<file path="src/rtl/dma_pkg.sv">
// Shared types, widths and the burst write-mask helper for the DMA controller.
package dma_pkg;

    localparam int unsigned WORD_SIZE   = 16;
    localparam int unsigned BURST_WORDS = 4;
    localparam int unsigned LINE_WIDTH  = WORD_SIZE * BURST_WORDS;

    typedef enum logic [2:0] {
        StIdle,
        StReq,
        StWrite,
        StNext,
        StDone
    } dma_state_e;

    // Enable one bit per word still owed, capped at a full line.
    function automatic logic [BURST_WORDS-1:0] burst_mask(input logic [WORD_SIZE-1:0] remaining);
        logic [BURST_WORDS-1:0] m;
        m = '0;
        for (int i = 0; i < BURST_WORDS; i++) begin
            if (remaining > WORD_SIZE'(i)) begin
                m[i] = 1'b1;
            end
        end
        return m;
    endfunction

endpackage

</file>
<file path="src/rtl/dma_controller_if.sv">
// CPU handshake, device-buffer and memory-write signals of the DMA controller.
interface dma_controller_if;
    import dma_pkg::*;

    logic                   begin_dma;
    logic [WORD_SIZE-1:0]   target_address;
    logic [WORD_SIZE-1:0]   length;
    logic                   bg;
    logic                   br;
    logic [LINE_WIDTH-1:0]  dev_data;
    logic [WORD_SIZE-1:0]   dev_index;
    logic                   mem_ack;
    logic                   dma_write;
    logic [WORD_SIZE-1:0]   dma_address;
    logic [LINE_WIDTH-1:0]  dma_write_data;
    logic [BURST_WORDS-1:0] dma_mask;
    logic                   dma_done;
    logic                   busy;

    modport master (
        input  begin_dma, target_address, length, bg, dev_data, mem_ack,
        output br, dev_index, dma_write, dma_address, dma_write_data, dma_mask, dma_done, busy
    );

    modport slave (
        output begin_dma, target_address, length, bg, dev_data, mem_ack,
        input  br, dev_index, dma_write, dma_address, dma_write_data, dma_mask, dma_done, busy
    );

endinterface

</file>
<file path="src/rtl/dma_burst_counter.sv">
// Transfer bookkeeping: destination address, words remaining and device line index.
module dma_burst_counter
    import dma_pkg::*;
(
    input  logic                   clk,
    input  logic                   reset_n,
    input  logic                   load_i,
    input  logic                   step_i,
    input  logic [WORD_SIZE-1:0]   addr_i,
    input  logic [WORD_SIZE-1:0]   len_i,
    output logic [WORD_SIZE-1:0]   addr_o,
    output logic [WORD_SIZE-1:0]   dev_index_o,
    output logic [BURST_WORDS-1:0] mask_o,
    output logic                   last_burst_o
);

    logic [WORD_SIZE-1:0] addr_q, addr_d;
    logic [WORD_SIZE-1:0] rem_q, rem_d;
    logic [WORD_SIZE-1:0] idx_q, idx_d;

    always_ff @(posedge clk or negedge reset_n) begin
        if (!reset_n) begin
            addr_q <= '0;
            rem_q  <= '0;
            idx_q  <= '0;
        end else begin
            addr_q <= addr_d;
            rem_q  <= rem_d;
            idx_q  <= idx_d;
        end
    end

    always_comb begin
        addr_d = addr_q;
        rem_d  = rem_q;
        idx_d  = idx_q;
        if (load_i) begin
            addr_d = addr_i;
            rem_d  = len_i;
            idx_d  = '0;
        end else if (step_i) begin
            // Address wraps modulo 2^WORD_SIZE by plain truncation.
            addr_d = addr_q + WORD_SIZE'(BURST_WORDS);
            rem_d  = (rem_q >= WORD_SIZE'(BURST_WORDS)) ? rem_q - WORD_SIZE'(BURST_WORDS) : '0;
            idx_d  = idx_q + WORD_SIZE'(1);
        end
    end

    assign addr_o       = addr_q;
    assign dev_index_o  = idx_q;
    assign mask_o       = burst_mask(rem_q);
    // High once the burst just stepped over was the final one.
    assign last_burst_o = (rem_q == '0);

endmodule

</file>
<file path="src/rtl/dma_controller.sv">
// Bus-master DMA engine copying device-buffer words into memory in 4-word bursts.
// Define DMA_CYCLE_STEAL_EN to drop br for one cycle between bursts (cycle stealing).
module dma_controller
    import dma_pkg::*;
(
    input  logic             clk,
    input  logic             reset_n,
    dma_controller_if.master dma_bus
);

`ifdef DMA_CYCLE_STEAL_EN
    localparam bit CycleSteal = 1'b1;
`else
    localparam bit CycleSteal = 1'b0;
`endif

    dma_state_e             state_q, state_d;
    logic                   load, step, capture;
    logic                   last_burst;
    logic [WORD_SIZE-1:0]   addr, dev_index;
    logic [BURST_WORDS-1:0] mask;
    logic [LINE_WIDTH-1:0]  data_q, data_d;
    logic                   done_q, done_d;

    dma_burst_counter u_counter (
        .clk          (clk),
        .reset_n      (reset_n),
        .load_i       (load),
        .step_i       (step),
        .addr_i       (dma_bus.target_address),
        .len_i        (dma_bus.length),
        .addr_o       (addr),
        .dev_index_o  (dev_index),
        .mask_o       (mask),
        .last_burst_o (last_burst)
    );

    always_ff @(posedge clk or negedge reset_n) begin
        if (!reset_n) begin
            state_q <= StIdle;
            data_q  <= '0;
            done_q  <= 1'b0;
        end else begin
            state_q <= state_d;
            data_q  <= data_d;
            done_q  <= done_d;
        end
    end

    always_comb begin
        state_d = state_q;
        load    = 1'b0;
        step    = 1'b0;
        capture = 1'b0;
        case (state_q)
            StIdle: begin
                if (dma_bus.begin_dma) begin
                    load    = 1'b1;
                    state_d = (dma_bus.length == '0) ? StDone : StReq;
                end
            end
            StReq: begin
                if (dma_bus.bg) begin
                    capture = 1'b1;
                    state_d = StWrite;
                end
            end
            StWrite: begin
                // An ack in the same cycle as a grant drop still completes the burst.
                if (dma_bus.mem_ack) begin
                    step    = 1'b1;
                    state_d = StNext;
                end else if (!dma_bus.bg) begin
                    state_d = StReq;
                end
            end
            StNext: begin
                if (last_burst) begin
                    state_d = StDone;
                end else if (CycleSteal) begin
                    state_d = StReq;
                end else begin
                    capture = 1'b1;
                    state_d = StWrite;
                end
            end
            StDone:  state_d = StIdle;
            default: state_d = StIdle;
        endcase
        data_d = capture ? dma_bus.dev_data : data_q;
        done_d = (state_q == StDone);
    end

    always_comb begin
        dma_bus.br        = 1'b0;
        dma_bus.dma_write = 1'b0;
        dma_bus.dma_mask  = '0;
        case (state_q)
            StReq:   dma_bus.br = 1'b1;
            StWrite: begin
                dma_bus.br        = 1'b1;
                dma_bus.dma_write = 1'b1;
                dma_bus.dma_mask  = mask;
            end
            StNext:  dma_bus.br = !last_burst && !CycleSteal;
            default: ;
        endcase
        dma_bus.busy           = (state_q != StIdle);
        dma_bus.dma_done       = done_q;
        dma_bus.dma_address    = addr;
        dma_bus.dev_index      = dev_index;
        dma_bus.dma_write_data = data_q;
    end

endmodule

</file>
<file path="src/flat_wrapper.sv">
// flat-port wrapper written by rule: the top's interface ports become plain ports
module dma_controller_flat import dma_pkg::*;
  (clk, reset_n, dma_bus_begin_dma, dma_bus_target_address, dma_bus_length, dma_bus_bg, dma_bus_dev_data, dma_bus_mem_ack, dma_bus_br, dma_bus_dev_index, dma_bus_dma_write, dma_bus_dma_address, dma_bus_dma_write_data, dma_bus_dma_mask, dma_bus_dma_done, dma_bus_busy);
  dma_controller_if dma_bus_i ();
  input  logic clk;
  input  logic reset_n;
  input wire logic [$bits(dma_bus_i.begin_dma)-1:0] dma_bus_begin_dma;
  input wire logic [$bits(dma_bus_i.target_address)-1:0] dma_bus_target_address;
  input wire logic [$bits(dma_bus_i.length)-1:0] dma_bus_length;
  input wire logic [$bits(dma_bus_i.bg)-1:0] dma_bus_bg;
  input wire logic [$bits(dma_bus_i.dev_data)-1:0] dma_bus_dev_data;
  input wire logic [$bits(dma_bus_i.mem_ack)-1:0] dma_bus_mem_ack;
  output wire logic [$bits(dma_bus_i.br)-1:0] dma_bus_br;
  output wire logic [$bits(dma_bus_i.dev_index)-1:0] dma_bus_dev_index;
  output wire logic [$bits(dma_bus_i.dma_write)-1:0] dma_bus_dma_write;
  output wire logic [$bits(dma_bus_i.dma_address)-1:0] dma_bus_dma_address;
  output wire logic [$bits(dma_bus_i.dma_write_data)-1:0] dma_bus_dma_write_data;
  output wire logic [$bits(dma_bus_i.dma_mask)-1:0] dma_bus_dma_mask;
  output wire logic [$bits(dma_bus_i.dma_done)-1:0] dma_bus_dma_done;
  output wire logic [$bits(dma_bus_i.busy)-1:0] dma_bus_busy;
  assign dma_bus_i.begin_dma = dma_bus_begin_dma;
  assign dma_bus_i.target_address = dma_bus_target_address;
  assign dma_bus_i.length = dma_bus_length;
  assign dma_bus_i.bg = dma_bus_bg;
  assign dma_bus_i.dev_data = dma_bus_dev_data;
  assign dma_bus_i.mem_ack = dma_bus_mem_ack;
  assign dma_bus_br = dma_bus_i.br;
  assign dma_bus_dev_index = dma_bus_i.dev_index;
  assign dma_bus_dma_write = dma_bus_i.dma_write;
  assign dma_bus_dma_address = dma_bus_i.dma_address;
  assign dma_bus_dma_write_data = dma_bus_i.dma_write_data;
  assign dma_bus_dma_mask = dma_bus_i.dma_mask;
  assign dma_bus_dma_done = dma_bus_i.dma_done;
  assign dma_bus_busy = dma_bus_i.busy;
  dma_controller u_core (.clk(clk), .reset_n(reset_n), .dma_bus(dma_bus_i));
endmodule
</file>
<file path="config.mk">
export PLATFORM = sky130hd
export DESIGN_NAME = dma_controller_flat
export DESIGN_NICKNAME = d
export VERILOG_FILES = /design/src/rtl/dma_pkg.sv /design/src/rtl/dma_controller_if.sv /design/src/rtl/dma_burst_counter.sv /design/src/rtl/dma_controller.sv /design/src/flat_wrapper.sv
export SDC_FILE = /design/constraint.sdc
export NUM_CORES = 1
export LEC_CHECK = 0
export ABC_AREA = 1
export CORE_MARGIN = 2
export CORE_UTILIZATION = 40
export DETAILED_ROUTE_END_ITERATION = 7
export PLACE_DENSITY = 0.78
export SKIP_LAST_GASP = 1
export SLEW_MARGIN = 10
export SYNTH_ARGS = -nofsm -noshare
export SYNTH_HDL_FRONTEND = slang
export SYNTH_SLANG_ARGS = --single-unit
export TNS_END_PERCENT = 10
</file>
<file path="constraint.sdc">
create_clock -name clk -period 4.6 [get_ports clk]
set_input_delay 0.46 -clock clk [delete_from_list [all_inputs] [get_ports clk]]
set_output_delay 0.46 -clock clk [all_outputs]
set_load 0.01 [all_outputs]
</file>
==> out/qor_table.md <==
| Group | Item | Value |
|:---|:---|:---|
| outcome | Run status | finished, final reports clean |
| yosys | Cells after Synth | 815 |
| floorplan | Site row count | 45 |
| route | Number of vias per cell after detailed routing | 5.07 |
| yosys | XOR/XNOR Fraction of Synth Area | 1.27% |
| critical path | Category of the critical setup timing path | reg2out |
| critical path | Critical path launch point type | flop |
| global routing | Remaining Overflow, GRT | 0 |
| flow run | Number of max-cap violations | 0 |
| clock tree | Worst-path clk slew | 0.06 ns |
| critical path | Gate family responsible for the most delay along the worst path | simple AND/OR/NAND/NOR gates |
| finish | Share of layout cells above drive strength 1 | 6.76% |
| placed design | Worst setup slack after placement | 1.73 ns |
| finish | ANT cells | 0 |
| yosys | Synthesized net count | 920 |
| sta | Slew at the pin with the worst max-slew slack | 1.06 ns |
| critical path | Critical Path Slowest Stage Cell | nand2_4 |
| finish | Layout Area Growth over Synthesis | 42.9% |
| floorplan | Horizontal die dimension | 129 um |
| sta | Max-slew violation total from the final report | 0 |
| sta | Setup repair after global routing missed its margin | no |
| global routing | Overall track demand over capacity in global routing | 21.4% |
| clock tree | Clock root buffer | clkbuf_16 |
| sta | Relative slew slack | 28.8% |
| global routing | Antenna violations before repair | 0 |
| finish | Post-layout net count | 1112 |
| yosys | Per-instance average area after synthesis | 7.64 sq um |
| yosys | Cell taking the most area after synthesis | dfrtp_1 |
| route | Routed length per placed instance | 14.8 um |
| critical path | Maximum fanout along the worst path | 67 |
| critical path | Buffers & Inverters on Critical Path | 2 |
| power and ir drop | Worst vdd ir | 0.000322 V |
| clock tree | Clk Latency, worst-skew pair | 0.41 ns |
| finish | Fin cells | 1208 |
| sta | Min Tclk post-route | 3.21 ns |
| finish | Share of the core filled with cells | 58.5% |
| sta | Setup-failing EPs final | 0 |
| min path | Class of the tightest hold or removal check | in2async |
| route | Number of DRC violations after detailed routing | 0 |
| sta | Worst Slack Setup Final | 1.39 ns |
| critical path | Crit path cell chain | inv_1 -> ha_1 -> nand2_1 -> nor2_1 -> nand2_1 -> nand2_4 -> nand3_1 -> clkdlybuf4s50_1 |
| sta | Share of the clock period used by the worst path | 69.7% |
| critical path | Cell repeated most along the worst path | nand2_1 |
| route | Via count | 6120 |
| sta | Fin Clk Skew | 0.00751 ns |
| yosys | Synth Area in Compound Gates | 6.75% |
| finish | Final standard cell area without fillers | 8900 sq um |
| yosys | Combinational family with the most area after synthesis | simple AND/OR/NAND/NOR gates |
| placed design | Area post-placement | 8280 sq um |
| placed design | Detailed placement HPWL | 12400 um |
| yosys | Top cell type's share of synthesized area | 46.6% |
| critical path | Largest stage delay, worst path | 0.54 ns |
| finish | Count of fill cells added during filler insertion | 1335 |
| placed design | Number of port buffers | 204 |
| clock tree | Maximum clock insertion buffer count | 2 |
| yosys | Warnings, synthesis | 0 |
| power and ir drop | Cell area power density | 663 nW/um^2 |
| sta | TNS Setup | 0 ns |
| yosys | Cell variety after synth | 35 |
| clock tree | CTS tree | done |
| route | Initial detailed-routing violation count | 498 |
| clock tree | Number of levels in the clock H-tree | 4 |
| route | Antenna viol nets, final | 0 |
| yosys | Share of synthesized cell area in full adder, half adder and majority cells | 0.804% |
| clock tree | TritonCTS buffer count | 17 |
| clock tree | Post-CTS repair timing setup buffer count | 0 |
| sta | FMAX | 312 MHz |
| critical path | Capturing element type of the critical path | primary output |
| route | First-pass DRT Iterations | 5 |
| floorplan | Die outline height | 129 um |
| route | DRT Wirelength | 17900 um |
| clock tree | Clock Sinks | 116 |
| placed design | Count of placed standard cells including taps | 1175 |
| floorplan | Area enclosed by the die boundary | 16600 sq um |
| sta | Endpoints failing hold | 0 |
| yosys | Flip-flop and latch count after synthesis | 116 |
| floorplan | IO Pins | 205 |
| yosys | Post-synthesis share of cell area spent on and, or, nand and nor gates | 34.9% |
| global routing | First-pass GRT wire length | 28200 um |
| critical path | Data arrival at the endpoint of the critical path | 2.75 ns |
| yosys | Multiplexer share of the synthesized area | 0% |
| floorplan | Standard cell core area | 15200 sq um |
| global routing | Via count of the first global-routing pass | 5673 |
| yosys | Netlist area before placement | 6230 sq um |
| power and ir drop | Leakage power total | 0.00426 uW |
| finish | Area occupied by multi-input gates | 2730 sq um |
| global routing | Pin count of the biggest net entering global routing | 70 |
| critical path | Required time at the endpoint of the critical path | 4.14 ns |
| floorplan | Initial core utilization | 41.0% |
| finish | Storage element area | 2900 sq um |
| yosys | Part of the Yosys area used for sequential elements | 46.6% |
| placed design | Placer congestion estimate | 0.904 |
| yosys | Top cells by area in the synthesized netlist | dfrtp_1 (47%), nand2_1 (17%), nand3_1 (8.0%) |
## timing repair
item	CTS	global route
endpoints found under the setup margin	0	0
hold buffers	1	0
endpoints found under the hold margin	14	0
resized for setup	0	0
## sequential cells by signal (all words and copies together) (netlist names)
register,flops
u_core.u_counter.addr_o,16
u_core.dma_bus.dma_done,1
u_core.dma_bus.dma_write_data,64
u_core.u_counter.rem_q,16
u_core.state_q,3
u_core.u_counter.dev_index_o,16
## cell usage in the layout, fill, tap and decap left out, drive strengths merged, types with 3 or more instances in the layout
cell,n
nand2,285
clkdlybuf4s50,203
dfrtp,116
nand3,103
inv,91
nor2,61
nand4,34
o21ai,29
clkbuf,22
o22ai,15
nor3,11
a21oi,9
xor2,8
buf,6
ha,4
clkinvlp,4
or2,3
clkinv,3
## logic make-up (layout without fill, tap and decap cells)
group | after synthesis | in the layout
AOI/OAI and AO/OA | 61 | 61
DFF | 116 | 116
and+or+nand+nor | 498 | 498
buffers and inverters | 127 | 332
xor gates and xnor gates | 9 | 9
adders and majority gates | 4 | 4
## power by group
part | switching, uW | internal (uW)
clock network | 480 | 856
registers | 328 | 1470
logic | 1500 | 1270
## layer usage
layer  share of wire, %  global-route usage [%]  up-vias
li1                   -                       -     3002
met1                 43                    27.9     2874
met2                 50                    35.0      222
met3                6.4                    5.57       22
met4                1.4                    6.78        0
met5                  0                       0        -
## final timing paths
check                                                      startpoint                                      endpoint  slack, ns  cells after the start
worst max register to register          u_core.state_q[2]$_DFFE_PN0P_         u_core.u_counter.rem_q[4]$_DFFE_PN0P_       1.91                     10
min in group clk                        u_core.state_q[0]$_DFFE_PN0P_             u_core.dma_bus.dma_done$_DFF_PN0_       0.45                      1
worst min-delay path                                          reset_n  u_core.u_counter.dev_index_o[11]$_DFFE_PN0P_       0.45                      2
worst max-delay path            u_core.u_counter.rem_q[2]$_DFFE_PN0P_                                    dma_bus_br       1.39                      8
worst min register to register          u_core.state_q[0]$_DFFE_PN0P_             u_core.dma_bus.dma_done$_DFF_PN0_       0.45                      1
max in group asynchronous                                     reset_n         u_core.u_counter.rem_q[2]$_DFFE_PN0P_       3.18                      3
## Yosys cell counts, drive strengths merged
library cell  count
nand2           285
o211ai            2
xnor2             1
or2               3
a31o              1
and2              1
a31oi             1
nand4            34
nor2             61
a211oi            1
o22ai            15
nand3           103
inv              90
o21ai            29
dfrtp           116
ha                4
xor2              8
buf              37
nor3             11
a21oi             9
a22o              1
o21bai            2
## metrics by stage
stage	total power (uW)	hold slack (ns)
floorplan	3410	0.164
global placement	4510	0.339
detailed placement	4570	0.342
CTS	5940	0.440
global route	6340	0.475
finish	5900	0.454
## layout make-up
cell class / count / area share, %
well taps: 188 / 2.64
clock inverters: 10 / 1.36
multi-input cells: 572 / 30.6
clock buffers: 22 / 5.44
repair buffers: 210 / 23.5
inverters: 90 / 3.83
flip-flops and latches: 116 / 32.6
Power figures use the tool's default switching activity.
